File: src/rtl/mem_stage_pkg.sv
// Shared pipeline definitions: control-bit positions used by EX, EX/MEM and MEM,
// plus the memory-access FSM state encoding.
package mem_stage_pkg;

    localparam int unsigned CTL_W        = 5;
    localparam int unsigned CTL_REGWRITE = 4;
    localparam int unsigned CTL_MEMTOREG = 3;
    localparam int unsigned CTL_MEMREAD  = 2;
    localparam int unsigned CTL_MEMWRITE = 1;
    localparam int unsigned CTL_JEQ      = 0;

    typedef enum logic {
        IDLE = 1'b0,
        WAIT = 1'b1
    } mem_state_e;

    // An entry touches data memory if it reads or writes.
    function automatic logic is_access(input logic [CTL_W-1:0] ctl);
        return ctl[CTL_MEMREAD] | ctl[CTL_MEMWRITE];
    endfunction

endpackage

File: src/rtl/mem_wb_reg.sv
// MEM/WB pipeline register: loads a bubble whenever the MEM stage is stalled.
module mem_wb_reg #(
    parameter int unsigned DATA_W = 16,
    parameter int unsigned REG_W  = 3
) (
    input  logic              clk_i,
    input  logic              rst_ni,
    input  logic              stall_i,
    input  logic              reg_write_i,
    input  logic [DATA_W-1:0] data_i,
    input  logic [REG_W-1:0]  reg_i,
    output logic              reg_write_o,
    output logic [DATA_W-1:0] data_o,
    output logic [REG_W-1:0]  reg_o
);

    logic              reg_write_q, reg_write_d;
    logic [DATA_W-1:0] data_q, data_d;
    logic [REG_W-1:0]  reg_q, reg_d;

    // Select the incoming entry or a bubble
    always_comb begin
        reg_write_d = 1'b0;
        data_d      = '0;
        reg_d       = '0;
        if (!stall_i) begin
            reg_write_d = reg_write_i;
            data_d      = data_i;
            reg_d       = reg_i;
        end
    end

    // Register update with asynchronous clear
    always_ff @(posedge clk_i or negedge rst_ni) begin
        if (!rst_ni) begin
            reg_write_q <= 1'b0;
            data_q      <= '0;
            reg_q       <= '0;
        end else begin
            reg_write_q <= reg_write_d;
            data_q      <= data_d;
            reg_q       <= reg_d;
        end
    end

    assign reg_write_o = reg_write_q;
    assign data_o      = data_q;
    assign reg_o       = reg_q;

endmodule

File: src/rtl/mem_stage.sv
// Memory-access pipeline stage: data-memory req/ack handshake with timeout,
// upstream stall, JEQ branch resolution and the MEM/WB register.
module mem_stage
    import mem_stage_pkg::*;
#(
    parameter int unsigned MEM_TIMEOUT = 16
) (
    input  logic        Clk,
    input  logic        Reset,
    input  logic [4:0]  ControlsIn,
    input  logic [15:0] ResultIn,
    input  logic        ZeroIn,
    input  logic [15:0] DataIn,
    input  logic [15:0] MemAddrIn,
    input  logic [15:0] JEQAddrIn,
    input  logic [2:0]  Reg1In,
    output logic        MemReq,
    output logic        MemWe,
    output logic [15:0] MemAddr,
    output logic [15:0] MemWData,
    input  logic [15:0] MemRData,
    input  logic        MemAck,
    output logic        Stall,
    output logic        BranchTaken,
    output logic [15:0] BranchTarget,
    output logic        FlushOut,
    output logic        MemErr,
    output logic        WbRegWrite,
    output logic [15:0] WbData,
    output logic [2:0]  WbReg
);

    localparam logic [7:0] CNT_LAST = 8'(MEM_TIMEOUT - 1);

    mem_state_e  state_q, state_d;
    logic [7:0]  cnt_q, cnt_d;
    logic        err_q, err_d;
    logic        access;
    logic        req;
    logic        stall;
    logic        ack;
    logic [15:0] rdata;
    logic [15:0] wb_data;

    assign access = is_access(ControlsIn);

    // Handshake FSM: request/stall generation, wait counter and timeout detection
    always_comb begin
        state_d = state_q;
        cnt_d   = cnt_q;
        err_d   = err_q;
        req     = 1'b0;
        stall   = 1'b0;
        case (state_q)
            IDLE: begin
                req   = access;
                cnt_d = '0;
                if (access && !MemAck) begin
                    stall   = 1'b1;
                    state_d = WAIT;
                end
            end
            WAIT: begin
                req = 1'b1;
                if (MemAck) begin
                    state_d = IDLE;
                    cnt_d   = '0;
                end else if (cnt_q == CNT_LAST) begin
                    // Timeout releases the pipeline; the entry retires with zero read data
                    err_d   = 1'b1;
                    state_d = IDLE;
                    cnt_d   = '0;
                end else begin
                    stall = 1'b1;
                    cnt_d = cnt_q + 8'd1;
                end
            end
            default: state_d = IDLE;
        endcase
    end

    // FSM state, wait counter and sticky error flag
    always_ff @(posedge Clk or negedge Reset) begin
        if (!Reset) begin
            state_q <= IDLE;
            cnt_q   <= '0;
            err_q   <= 1'b0;
        end else begin
            state_q <= state_d;
            cnt_q   <= cnt_d;
            err_q   <= err_d;
        end
    end

    // Reset gates the combinational handshake/branch outputs immediately
    assign MemReq       = req & Reset;
    assign Stall        = stall & Reset;
    assign MemWe        = ControlsIn[CTL_MEMWRITE];
    assign MemAddr      = MemAddrIn;
    assign MemWData     = DataIn;
    assign MemErr       = err_q;

    assign BranchTaken  = Reset & ControlsIn[CTL_JEQ] & ZeroIn & ~stall;
    assign BranchTarget = JEQAddrIn;
    assign FlushOut     = BranchTaken;

    // Read data is only meaningful on an acknowledged read; writes discard it
    assign ack     = MemAck & MemReq;
    assign rdata   = (ack && !MemWe) ? MemRData : '0;
    assign wb_data = ControlsIn[CTL_MEMTOREG] ? rdata : ResultIn;

    mem_wb_reg #(
        .DATA_W(16),
        .REG_W (3)
    ) u_mem_wb (
        .clk_i      (Clk),
        .rst_ni     (Reset),
        .stall_i    (Stall),
        .reg_write_i(ControlsIn[CTL_REGWRITE]),
        .data_i     (wb_data),
        .reg_i      (Reg1In),
        .reg_write_o(WbRegWrite),
        .data_o     (WbData),
        .reg_o      (WbReg)
    );

endmodule
File: config.mk
export PLATFORM = sky130hd
export DESIGN_NAME = mem_stage
export DESIGN_NICKNAME = d
export VERILOG_FILES = /design/src/rtl/mem_stage_pkg.sv /design/src/rtl/mem_wb_reg.sv /design/src/rtl/mem_stage.sv
export SDC_FILE = /design/constraint.sdc
export NUM_CORES = 1
export LEC_CHECK = 0
export CAP_MARGIN = 20
export CORE_MARGIN = 2
export CORE_UTILIZATION = 32
export CTS_BUF_LIST = sky130_fd_sc_hd__clkbuf_8
export CTS_CLUSTER_DIAMETER = 80
export CTS_CLUSTER_SIZE = 30
export DETAILED_ROUTE_END_ITERATION = 7
export PLACE_DENSITY = 0.91
export SLEW_MARGIN = 20
export SYNTH_ARGS = -nofsm -noshare
export SYNTH_HDL_FRONTEND = slang
export SYNTH_SLANG_ARGS = --single-unit
File: constraint.sdc
create_clock -name Clk -period 1.99 [get_ports Clk]
set_input_delay 0.4975 -clock Clk [delete_from_list [all_inputs] [get_ports Clk]]
set_output_delay 0.4975 -clock Clk [all_outputs]
set_load 0.01 [all_outputs]
# == Yosys cells after proc, flatten, opt, wreduce, memory -nomap -nowiden ==
# Index checks and enable logic that the tools add are counted.
# op_classes
mux,13
n_shift,0
reduce_logical,5
n_eq_ne,1
bitwise_logic,10
n_mul,0
div_mod_pow,0
addsub,1
n_lt_le_gt_ge,0
# ops
operator,count
16-bit two-way mux,3
8-bit two-way mux,2
8-bit case mux with 2 select lines,1
8-bit by 1-bit adder with 8-bit output (second input constant),1
8-bit by 4-bit equality test with 1-bit output (second input constant),1
1-bit AND,6
1-bit two-way mux,4
1-bit case mux with 2 select lines,2
3-bit two-way mux,1
1-bit NOT,3
3-bit AND reduction,1
1-bit logical AND,2
1-bit logical NOT,2
1-bit bitwise OR,1
# totals
romBits,0
register_bits,30
latchBits,0
mem_bits_rw,0
memories,0
output_inout_bits,74

# == Longest topological paths before layout ==
# Gate-level depths: netlist of run 1.
# depth
depth_word,8
mapped_depth,6
mapped_depth_nobuf,4

# == By module ==
# A second synthesis of run 1 with hierarchy kept.
# unflattened
hier_cells,160
area_unflattened_um2,1785.5
# by_module_without_submodules
module,instances,area_per_inst_um2,cells_each
mem_stage,1,1067.3,118
mem_wb_reg,1,718.2,42

# == Worst setup path before layout of run 1 ==
# Ideal clock, no wire load.
# synth_path
path_type,register -> output
startpoint,register cnt_q[0]
endpoint,output FlushOut
slack_ns,0.053
path_stages_with_launch,7
t_arrival_ns,1.440
required_ns,1.492
cell_sequence,dfrtp_1 ha_1 and3_1 nand3_4 buf_6 a21oi_2 buf_4
# synth_between
elab_chain_cells,6
# synth_lines
item,line,source
"start, declared",mem_stage.sv:36,"logic [7:0] cnt_q, cnt_d;"
"start signal, assigned",mem_stage.sv:90,cnt_q <= cnt_d;
8-bit by 4-bit equality test with 1-bit output,mem_stage.sv:68,end else if (cnt_q == CNT_LAST) begin
1-bit two-way mux,mem_stage.sv:68,
1-bit two-way mux,mem_stage.sv:65,if (MemAck) begin
1-bit case mux with 2 select lines,mem_stage.sv:54,case (state_q)
1-bit NOT,mem_stage.sv:103,assign BranchTaken = Reset & ControlsIn[CTL_JEQ] & ZeroIn & ~stall;
1-bit AND,mem_stage.sv:103,
"end, declared",mem_stage.sv:26,"output logic FlushOut,"
# Every way passes these cells.

# == Final worst setup path of run 1 ==
# layout_path
startpoint,register cnt_q[4]
endpoint,output BranchTaken
# layout_between
elab_chain_cells,6
# layout_lines
item,line,source
8-bit by 4-bit equality test with 1-bit output,mem_stage.sv:68,
1-bit two-way mux,mem_stage.sv:68,
1-bit two-way mux,mem_stage.sv:65,
1-bit case mux with 2 select lines,mem_stage.sv:54,
1-bit NOT,mem_stage.sv:103,
1-bit AND,mem_stage.sv:103,
"end, declared",mem_stage.sv:24,"output logic BranchTaken,"
# Every way passes these cells.

==> results of run 1 <==
[power by group through the flow]
stage | logic [uW] | registers (uW) | clock network (uW)
5_1_grt | 317 | 649 | 498
3_3_place_gp | 293 | 657 | 0
6_report | 292 | 647 | 435
2_1_floorplan | 186 | 674 | 0
4_1_cts | 296 | 648 | 456
3_5_place_dp | 299 | 659 | 0
[cells in the final DEF (no fill, tap or decap), types with 4 or more instances in the layout]
cell / n
sky130_fd_sc_hd__dfrtp_1: 30
sky130_fd_sc_hd__nand3_1: 4
sky130_fd_sc_hd__nor2b_1: 17
sky130_fd_sc_hd__clkdlybuf4s50_1: 61
sky130_fd_sc_hd__a41oi_1: 16
sky130_fd_sc_hd__dlygate4sd2_1: 5
sky130_fd_sc_hd__clkbuf_8: 5
sky130_fd_sc_hd__buf_4: 27
sky130_fd_sc_hd__a21oi_2: 7
sky130_fd_sc_hd__nor2_1: 6
sky130_fd_sc_hd__a21oi_1: 13
[layout make-up]
cell class	instances	area (um2)	share of cell area, %
repair buffers	97	898.4	35.99
flip-flops and latches	30	750.7	30.08
multi-input cells	92	670.6	26.87
well taps	72	90.09	3.609
clock buffers	5	68.82	2.757
clock inverters	2	10.01	0.4010
inverters	2	7.507	0.3008
[repair_timing]
action,4_1_cts,5_1_grt
setup buffers,2,1
pin swaps,4,2
resized for setup,20,0
endpoints found under the setup margin,5,3
[through the flow]
step	cell area (um2)	power, uW
CTS	2489	1400
global route	2496	1464
finish	2496	1374
floorplan	1862	859.1
global placement	2404	949.7
detailed placement	2404	957.5
[kinds of logic after synthesis]
group | count (synthesis) | synth area share, %
buf+inv | 63 | 24.33
fa+ha+maj | 1 | 0.6719
flops | 30 | 40.32
compound gates | 45 | 18.21
simple gates | 43 | 15.05
xor+xnor | 3 | 1.412
[how the worst min path moves through the flow]
| stage | slack [ns] | cells after the start | startpoint | end |
|---|---|---|---|---|
| 6_report | 0.30 | 2 | Reset | u_mem_wb.reg_write_o |
| 3_5_place_dp | 0.48 | 1 | MemErr | MemErr |
| 4_1_cts | 0.29 | 2 | Reset | u_mem_wb.reg_write_o |
| 2_1_floorplan | 0.20 | 0 | Reset | MemErr |
| 5_1_grt | 0.29 | 2 | Reset | u_mem_wb.reg_write_o |
| 3_3_place_gp | 0.48 | 1 | MemErr | MemErr |
[critical path: cells and delay by family, from the launching register on]
family                 cells  cell delay [ns]
AOI/OAI and AO/OA          1             0.14
buffers and inverters      1             0.14
DFF                        1             0.41
and+or+nand+nor            2             0.50
[metal layers]
layer	up-vias	global-route usage [%]	part of all wire (%)	wire length [um]
met4	0	6.271	1.8	79
met2	75	23.42	51	2211
met5	-	0	0	0
li1	677	-	-	-
met3	18	5.618	8.7	380
met1	661	14.49	39	1695
[flip-flops by register name, indices dropped and copies added, names as in the netlist]
register	count
state_q	1
u_mem_wb.data_o	16
u_mem_wb.reg_write_o	1
cnt_q	8
u_mem_wb.reg_o	3
MemErr	1
==> summary.md, run 1 <==
| Metric | Value |
|---|---|
| Vias after detailed routing | `1431` |
| Critical path capture point | `BranchTaken` |
| Cell-internal power | `1050 uW` |
| Initial antenna violation count | `0` |
| Fraction of registers with async set or reset after synthesis | `100.0%` |
| Average footprint of a synthesized cell | `10.06 um2` |
| Post-CTS Hold Fix Bufs | `0` |
| Antenna diodes | `0` |
| Die height | `80.28 um` |
| Launching element of the worst setup path | `cnt_q[4]` |
| Peak ir drop on the vdd network | `0.2398 mV` |
| Router iterations before antenna repair | `4` |
| Number of H-tree levels | `2` |
| Worst-Margin Slew | `0.3359 ns` |
| Outcome | `complete, no violations` |
| Worst reg-to-reg setup slack | `0.38 ns` |
| Die Footprint | `6444 um2` |
| Filler cells | `514` |
| I/O pin total | `166` |
| Maximum number of pins on one net before global-route repair | `29` |
| Number of nets in the layout | `321` |
| CP peak stage delay | `0.41 ns` |
| Element type at the critical path end | `primary output` |
| CTS Root Cell | `sky130_fd_sc_hd__clkbuf_8` |
| Capture instance of the worst register-to-register path | `u_mem_wb.data_o[9]` |
| Via count of the first global-routing pass | `1455` |
| Most common cell in the synthesized netlist | `sky130_fd_sc_hd__buf_4` |
| Cell type with the largest total area after synthesis | `sky130_fd_sc_hd__dfrtp_1` |
| Leading cell types by total area after synthesis | `sky130_fd_sc_hd__dfrtp_1, sky130_fd_sc_hd__buf_4, sky130_fd_sc_hd__a41oi_1` |
| Overall die width | `80.28 um` |
| Number of placement rows | `27` |
| Final Hold Viols | `0` |
| Post-synthesis cell area | `1862 um2` |
| Startpoint kind of the worst setup timing path | `register` |
| HPWL after DPL | `3428 um` |
| Final Critical Period | `1.954 ns` |
| Number of DRC markers after the initial detailed-route iteration | `35` |
| Synthesis-stage register bit count | `30` |
| Final setup violating endpoints | `0` |
| Pre-CTS setup slack | `-0.6069 ns` |
| Critical path's slowest cell | `sky130_fd_sc_hd__dfrtp_1` |
| Layout overhead on the synthesized area | `34.07%` |
| Relative slew slack | `77.61%` |
| Max capacitance violation total | `0` |
| Critical setup path kind | `reg -> out` |
| Count of clock tree sinks | `30` |
| Cell breakdown of the critical path | `nor4_4 > nand3_4 > a21oi_2 > buf_2` |
| Clock Path Buffers | `2` |
| Data required time at the worst endpoint | `1.49 ns` |
| Fmax | `0.5117 GHz` |
| Setup WS post-layout | `0.03555 ns` |
| Largest fanout on the critical path | `4` |
| Max-slew violation total from the final report | `0` |
| Arrival time of data at the critical path endpoint | `1.46 ns` |
| Synth cell types | `33` |
| Switching component of the power | `324.7 uW` |
| Number of buffers created by CTS | `5` |
| Final cycle utilization of the critical path | `98.21%` |
| Average routed wire per standard cell | `14.56 um` |
| Clock insertion delay at the later pin of the skew report | `0.27 ns` |
| Vias per Instance | `4.770` |
| Net Count, Synth | `278` |
| All-Layer GR Usage | `13.63%` |
| Remaining DRCs | `0` |
| Residual overflow from global routing | `0` |
| IO Port Bufs | `69` |
| Fraction of layout cells with a size suffix above 1 | `24.12%` |
| Clock power frac | `31.6%` |
| Commonest cells in the synthesized netlist | `sky130_fd_sc_hd__buf_4, sky130_fd_sc_hd__dfrtp_1, sky130_fd_sc_hd__nor2b_1` |
| Worst clock skew | `0.003038 ns` |
| Pwr/cell area | `550.6 nW/um2` |
| TritonCTS clock tree | `done` |
| Number of enable flip-flop cells after synthesis | `0` |
| Effective utilization at floorplan | `33.40%` |
| Wire length reported by the detailed router | `4367 um` |
| Core Area | `5574 um2` |
| Switching share of total power | `23.63%` |
| Share of power burned in registers | `47.1%` |
| Number of synthesis warnings | `0` |
| Number of non-filler instances in the completed layout | `300` |
| Part of the total power dissipated in combinational logic | `21.3%` |
| Antenna-violating nets left | `0` |
| Reg2Reg Launch Point | `cnt_q[4]` |
| CTS clock-pin slew for the worst setup and hold paths | `0.06 ns` |
| Leak | `0.001040 uW` |
| Setup TNS | `0 ns` |
| Cells on worst reg2reg path | `6` |
| Worst hold slack after final layout | `0.3038 ns` |
| Global placer's final weighted congestion | `0.7521` |
| Share of the synthesized area in the top cell type | `40.32%` |
| Number of standard cells after synthesis | `185` |
| Placed instance count | `290` |
| First-pass GRT wire length | `6672 um` |
| Ys flop type | `sky130_fd_sc_hd__dfrtp_1` |
| Hold/Removal Path Class | `in -> async` |
| RSZ-0062 raised after global routing | `yes` |
| Final core utilization | `44.78%` |
| Sequential share of the synthesized area | `40.32%` |
Note: power is estimated with default switching activity, not from simulation.
==> inputs of run 2 (changes only) <==
- TNS_END_PERCENT: default -> 100
==> results of run 2 <==
Final layout, timing and power as in run 1 (identical DEF).
